### config.mk
export PLATFORM = sky130hd
export DESIGN_NAME = clk_step_ctrl
export DESIGN_NICKNAME = d
export VERILOG_FILES = /design/src/rtl/clk_step_ctrl.sv
export SDC_FILE = /design/constraint.sdc
export NUM_CORES = 1
export LEC_CHECK = 0
export ABC_CLOCK_PERIOD_IN_PS = 3200
export BUFFER_PORTS_ARGS = -buffer_cell sky130_fd_sc_hd__buf_4
export CAP_MARGIN = 20
export CORE_MARGIN = 3
export CORE_UTILIZATION = 51
export DETAILED_ROUTE_END_ITERATION = 10
export PLACE_DENSITY = 0.72
export SKIP_CTS_REPAIR_TIMING = 1
export SLEW_MARGIN = 20
export SYNTH_ARGS = -nofsm -noshare
export SYNTH_HDL_FRONTEND = slang
export SYNTH_SLANG_ARGS = --single-unit
### constraint.sdc
create_clock -name clk -period 3.2 [get_ports clk]
set_input_delay 0.8 -clock clk [delete_from_list [all_inputs] [get_ports clk]]
set_output_delay 0.8 -clock clk [all_outputs]
set_load 0.02 [all_outputs]
### src/rtl/clk_step_ctrl.sv
// Clock-enable and reset controller for the turtle CPU: conditions the board
// inputs, stretches CPU reset and issues bursts of single-cycle enables in manual mode.
module clk_step_ctrl #(
  parameter int DEBOUNCE_CYCLES      = 16,
  parameter int BURST_WIDTH          = 8,
  parameter int RESET_STRETCH_CYCLES = 4
) (
  input  logic                   clk,
  input  logic                   reset,
  input  logic                   reset_btn,
  input  logic                   manual_clk_sw,
  input  logic                   pulse_clk_btn,
  input  logic [BURST_WIDTH-1:0] burst_len,
  output logic                   cpu_clk_en,
  output logic                   cpu_reset,
  output logic                   manual_mode,
  output logic                   busy,
  output logic [BURST_WIDTH-1:0] burst_remaining
);

  localparam int DB_W = $clog2(DEBOUNCE_CYCLES + 1);
  localparam int ST_W = $clog2(RESET_STRETCH_CYCLES + 1);

  typedef enum logic [1:0] {
    RESET_HOLD,
    AUTO,
    MANUAL_IDLE,
    BURST
  } state_t;

  logic [2:0] raw_bus;
  logic [2:0] db_bus;

  assign raw_bus = {pulse_clk_btn, manual_clk_sw, reset_btn};

  // Per input: 2-flop synchroniser, then a flip only after DEBOUNCE_CYCLES+1
  // consecutive differing samples (counter saturates at DEBOUNCE_CYCLES first).
  for (genvar gi = 0; gi < 3; gi++) begin : g_cond
    logic            sync1_reg;
    logic            sync2_reg;
    logic            db_reg;
    logic [DB_W-1:0] cnt_reg;

    always_ff @(posedge clk) begin
      if (reset) begin
        sync1_reg <= 1'b0;
        sync2_reg <= 1'b0;
        db_reg    <= 1'b0;
        cnt_reg   <= '0;
      end else begin
        sync1_reg <= raw_bus[gi];
        sync2_reg <= sync1_reg;
        if (sync2_reg == db_reg) begin
          cnt_reg <= '0;
        end else if (cnt_reg == DB_W'(DEBOUNCE_CYCLES)) begin
          db_reg  <= ~db_reg;
          cnt_reg <= '0;
        end else begin
          cnt_reg <= cnt_reg + DB_W'(1);
        end
      end
    end

    assign db_bus[gi] = db_reg;
  end

  logic rst_db;
  logic mode_db;
  logic pulse_db;
  logic pulse_prev_reg;
  logic pulse_event;

  assign rst_db      = db_bus[0];
  assign mode_db     = db_bus[1];
  assign pulse_db    = db_bus[2];
  assign pulse_event = pulse_db & ~pulse_prev_reg;

  state_t                 state_reg;
  logic [ST_W-1:0]        stretch_reg;
  logic [BURST_WIDTH-1:0] remaining_reg;
  logic [BURST_WIDTH-1:0] burst_load;

  assign burst_load = (burst_len == '0) ? BURST_WIDTH'(1) : burst_len;

  always_ff @(posedge clk) begin
    if (reset) begin
      state_reg      <= RESET_HOLD;
      stretch_reg    <= ST_W'(RESET_STRETCH_CYCLES);
      remaining_reg  <= '0;
      pulse_prev_reg <= 1'b0;
    end else begin
      pulse_prev_reg <= pulse_db;
      if (rst_db) begin
        state_reg     <= RESET_HOLD;
        stretch_reg   <= ST_W'(RESET_STRETCH_CYCLES);
        remaining_reg <= '0;
      end else begin
        case (state_reg)
          RESET_HOLD: begin
            // Leave on the edge where the count would reach zero, so the
            // CPU sees exactly RESET_STRETCH_CYCLES reset cycles after release.
            if (stretch_reg <= ST_W'(1)) begin
              stretch_reg <= '0;
              state_reg   <= mode_db ? MANUAL_IDLE : AUTO;
            end else begin
              stretch_reg <= stretch_reg - ST_W'(1);
            end
          end
          AUTO: begin
            if (mode_db) state_reg <= MANUAL_IDLE;
          end
          MANUAL_IDLE: begin
            if (!mode_db) begin
              state_reg <= AUTO;
            end else if (pulse_event) begin
              state_reg     <= BURST;
              remaining_reg <= burst_load;
            end
          end
          BURST: begin
            if (!mode_db) begin
              state_reg     <= AUTO;
              remaining_reg <= '0;
            end else if (remaining_reg == BURST_WIDTH'(1)) begin
              state_reg     <= MANUAL_IDLE;
              remaining_reg <= '0;
            end else begin
              remaining_reg <= remaining_reg - BURST_WIDTH'(1);
            end
          end
          default: state_reg <= RESET_HOLD;
        endcase
      end
    end
  end

  assign cpu_reset       = (state_reg == RESET_HOLD);
  assign cpu_clk_en      = (state_reg != MANUAL_IDLE);
  assign busy            = (state_reg == BURST);
  assign manual_mode     = mode_db;
  assign burst_remaining = remaining_reg;

endmodule
==> run_results.csv <==
group,metric,value,unit
global_routing,grt_max_degree,17,
final_layout,area_growth,16.30,%
place,pre_cts_ws,1.170,ns
worst_setup_path,endpoint_kind,"primary output",
yosys,synth_area,1881,µm²
final_layout,drive_gt1_share,18.70,%
yosys,syn_nets,229,
timing,layout_setup_ws,1.090,ns
yosys,syn_avg_cell_area,9.310,µm²
final_layout,stdcell_area,2187,µm²
worst_setup_path,critPathKind,"reg -> out",
clocking,htree_levels,2,
yosys,ys_seq_area_share,40.45,%
final_layout,largest_reg_flops,15,
worst_setup_path,crit_family,"adder cells",
worst_setup_path,start_kind,"flip-flop",
worst_setup_path,critPathRequiredTime,2.40,ns
power,p_sw_share,31.80,%
min_path,min-delay-start,"g_cond[0].sync1_reg",
worst_setup_path,worst_ep_arrival_time,1.31,ns
floorplanning,start_util,54.63,%
outcome,status,"completed",
run,cap_violations,0,
place,dp_hpwl,2671,µm
power,p_comb_share,28.7,%
clocking,numCtsBuffers,5,
final_layout,layout.nets,256,
global_routing,antenna_found_initial,0,
floorplanning,rows,21,
clocking,cts_buffer_depth,2,
worst_setup_path,crit_fanout,11,
power,power_frac_seq,43.6,%
clocking,cts-root-buf,"clkbuf_8",
power,p_sw,0.3960,mW
place,place.port_buffers,24,
clocking,clock_sinks,38,
detailed_routing,wl_per_cell,12.75,µm
yosys,ys_ff_latch,38,
timing,min_period_over_period,65.94,%
final_layout,fin_util,63.54,%
yosys,syn_inst,202,
global_routing,grt_pass1_wl,6099,µm
timing,period_minus_slack,2.110,ns
timing,whs,0.4395,ns
detailed_routing,via_per_inst,5.417,
min_path,worstHoldEndpoint,"g_cond[0].sync2_reg",
detailed_routing,drtAntennaViolNets,0,
timing,worst_pin_slew,0.4969,ns
detailed_routing,routed_wl,3519,µm
floorplanning,die_h,66.73,µm
timing,final_hold_viol_count,0,
power,p_int,0.8494,mW
worst_setup_path,critical_path.cell_chain,"ha_1 > buf_4",
timing,maxSlewHeadroom,66.52,%
worst_setup_path,regToRegSetupSlack,1.13,ns
detailed_routing,vias,1495,
worst_setup_path,r2r_start,"burst_remaining[0]",
power,ir_drop,0.3987,mV
place,placed_area,2092,µm²
timing,grt_setup_unrepaired,"false",
worst_setup_path,slowest_stage,"ha_1",
timing,finalSetupViolations,0,
floorplanning,fp.dieW,66.73,µm
timing,max_freq,473.9,MHz
floorplanning,io_pins,25,
detailed_routing,drc,0,
timing,skew,0.007119,ns
floorplanning,core,3442,µm²
place,gp_congestion,0.8612,
worst_setup_path,path_buf_inv,1,
detailed_routing,dr.pass1.iters,4,
power,p_leak,0.9256,nW
final_layout,diodes,0,
power,clockPowerShare,27.7,%
yosys,synth_cell_types,43,
timing,finalMaxSlewViolations,0,
clocking,insertion_delay,0.29,ns
clocking,clk_pin_slew,0.08,ns
global_routing,grt_pass1_vias,1391,
timing,fin_tns_setup,0,ns
worst_setup_path,r2r_cells,5,
power,power_density,569.5,nW/µm²
clocking,cts_tree,"built",
global_routing,grt_use_total,17.90,%
global_routing,grt-ovfl-total,0,
worst_setup_path,r2r_end,"state_reg[1]",
detailed_routing,drt_iter0_drc,70,
floorplanning,die_area,4452,µm²
min_path,hold_path.class,"reg -> reg",
worst_setup_path,slowest_delay,0.42,ns
min_path,hold_depth,1,
yosys,yosysWarnings,0,
==> synthesized netlist by cell type <==
cell type	instances	area share [%]
a2111oi_2	1	0.80
a21o_1	1	0.40
a21oi_1	1	0.27
a22oi_1	1	0.40
a31oi_1	1	0.33
a32o_1	4	2.1
a41oi_1	1	0.47
and2_1	2	0.67
and3b_1	1	0.47
and4_1	1	0.47
buf_4	2	0.80
buf_6	1	0.60
clkbuf_1	2	0.40
dfxtp_1	38	40
ha_1	14	9.3
inv_1	23	4.6
mux2_2	2	1.2
mux2i_1	4	2.1
nand2_1	7	1.4
nand2b_1	4	1.3
nand3_1	9	2.4
nor2_1	23	4.6
nor2b_1	8	2.7
nor3_1	5	1.3
nor4_1	1	0.33
nor4bb_1	2	1.1
o211a_1	2	1.1
o211ai_1	1	0.40
o21ai_0	6	1.6
o21ba_2	1	0.53
o21bai_4	1	1.0
o221a_2	1	0.60
o221ai_1	2	0.93
o22ai_1	4	1.3
o32ai_1	4	1.9
or3_1	4	1.3
or3b_2	1	0.47
or4_2	1	0.47
or4_4	1	0.60
or4b_1	1	0.53
or4b_4	1	0.73
xnor2_1	6	2.8
xor2_1	6	2.8
==> worst max path at each step <==
stage,start,end,cells past startpoint
after floorplan,burst_remaining[0],state_reg[1],5
after global placement,burst_remaining[0],state_reg[1],5
after detailed placement,burst_remaining[0],state_reg[1],5
after CTS,state_reg[0],busy,2
after global routing,burst_remaining[0],state_reg[1],5
final,state_reg[0],busy,2
==> power groups by stage <==
| stage | combinational (mW) | sequential (mW) | clock [mW] |
|---|---|---|---|
| global route | 0.400 | 0.548 | 0.375 |
| detailed placement | 0.357 | 0.553 | 0 |
| finish | 0.358 | 0.542 | 0.345 |
| global placement | 0.333 | 0.550 | 0 |
| CTS | 0.358 | 0.542 | 0.353 |
| floorplan | 0.254 | 0.557 | 0 |
==> logic make-up (layout without fill, tap and decap cells) <==
logic type                 Yosys count  after routing  share of synthesized area (%)
AOI/OAI and AO/OA                   32             32                          14.11
xor gates and xnor gates            12             12                          5.589
adders and majority gates           14             14                          9.315
buffers and inverters               28             56                          6.387
DFF                                 38             38                          40.45
muxes                                6              6                          3.327
and+or+nand+nor                     72             72                          20.82
==> layout by cell type, fill, tap and decap left out, types with 2 or more instances in the layout <==
cell type  netlist  layout
nor2b_1          8       8
o211a_1          2       2
mux2i_1          4       4
nor3_1           5       5
and2_1           2       2
nand2b_1         4       4
clkbuf_8         0       6
ha_1            14      14
nor4bb_1         2       2
dfxtp_1         38      38
o21ai_0          6       6
o32ai_1          4       4
xnor2_1          6       6
o22ai_1          4       4
or3_1            4       4
inv_1           23      23
nor2_1          23      23
xor2_1           6       6
a32o_1           4       4
buf_4            2      25
mux2_2           2       2
nand2_1          7       7
o221ai_1         2       2
nand3_1          9       9
==> layer usage <==
layer	up-vias	share of wire, %	GRT usage [%]
li1	756	-	-
met1	703	44	22.59
met2	31	50	28.34
met3	5	4.9	5.565
met4	0	1.2	6.853
met5	-	0	0
==> layout make-up <==
cell class                      instances  area, µm²
Clock buffer                            6      82.58
Clock inverter                          2      12.51
Fill cell                             295       1255
Inverter                               23      86.33
Multi-Input combinational cell        136      999.7
Sequential cell                        38      760.7
Tap cell                               46      57.56
Timing Repair Buffer                   25      187.7
==> through the flow <==
stage                     total power, mW  instances
after floorplan                    0.8106        202
after global placement             0.8835        268
after detailed placement           0.9098        268
after CTS                           1.253        276
after global routing                1.323        276
final                               1.245        276
Power figures use the tool's default switching activity.
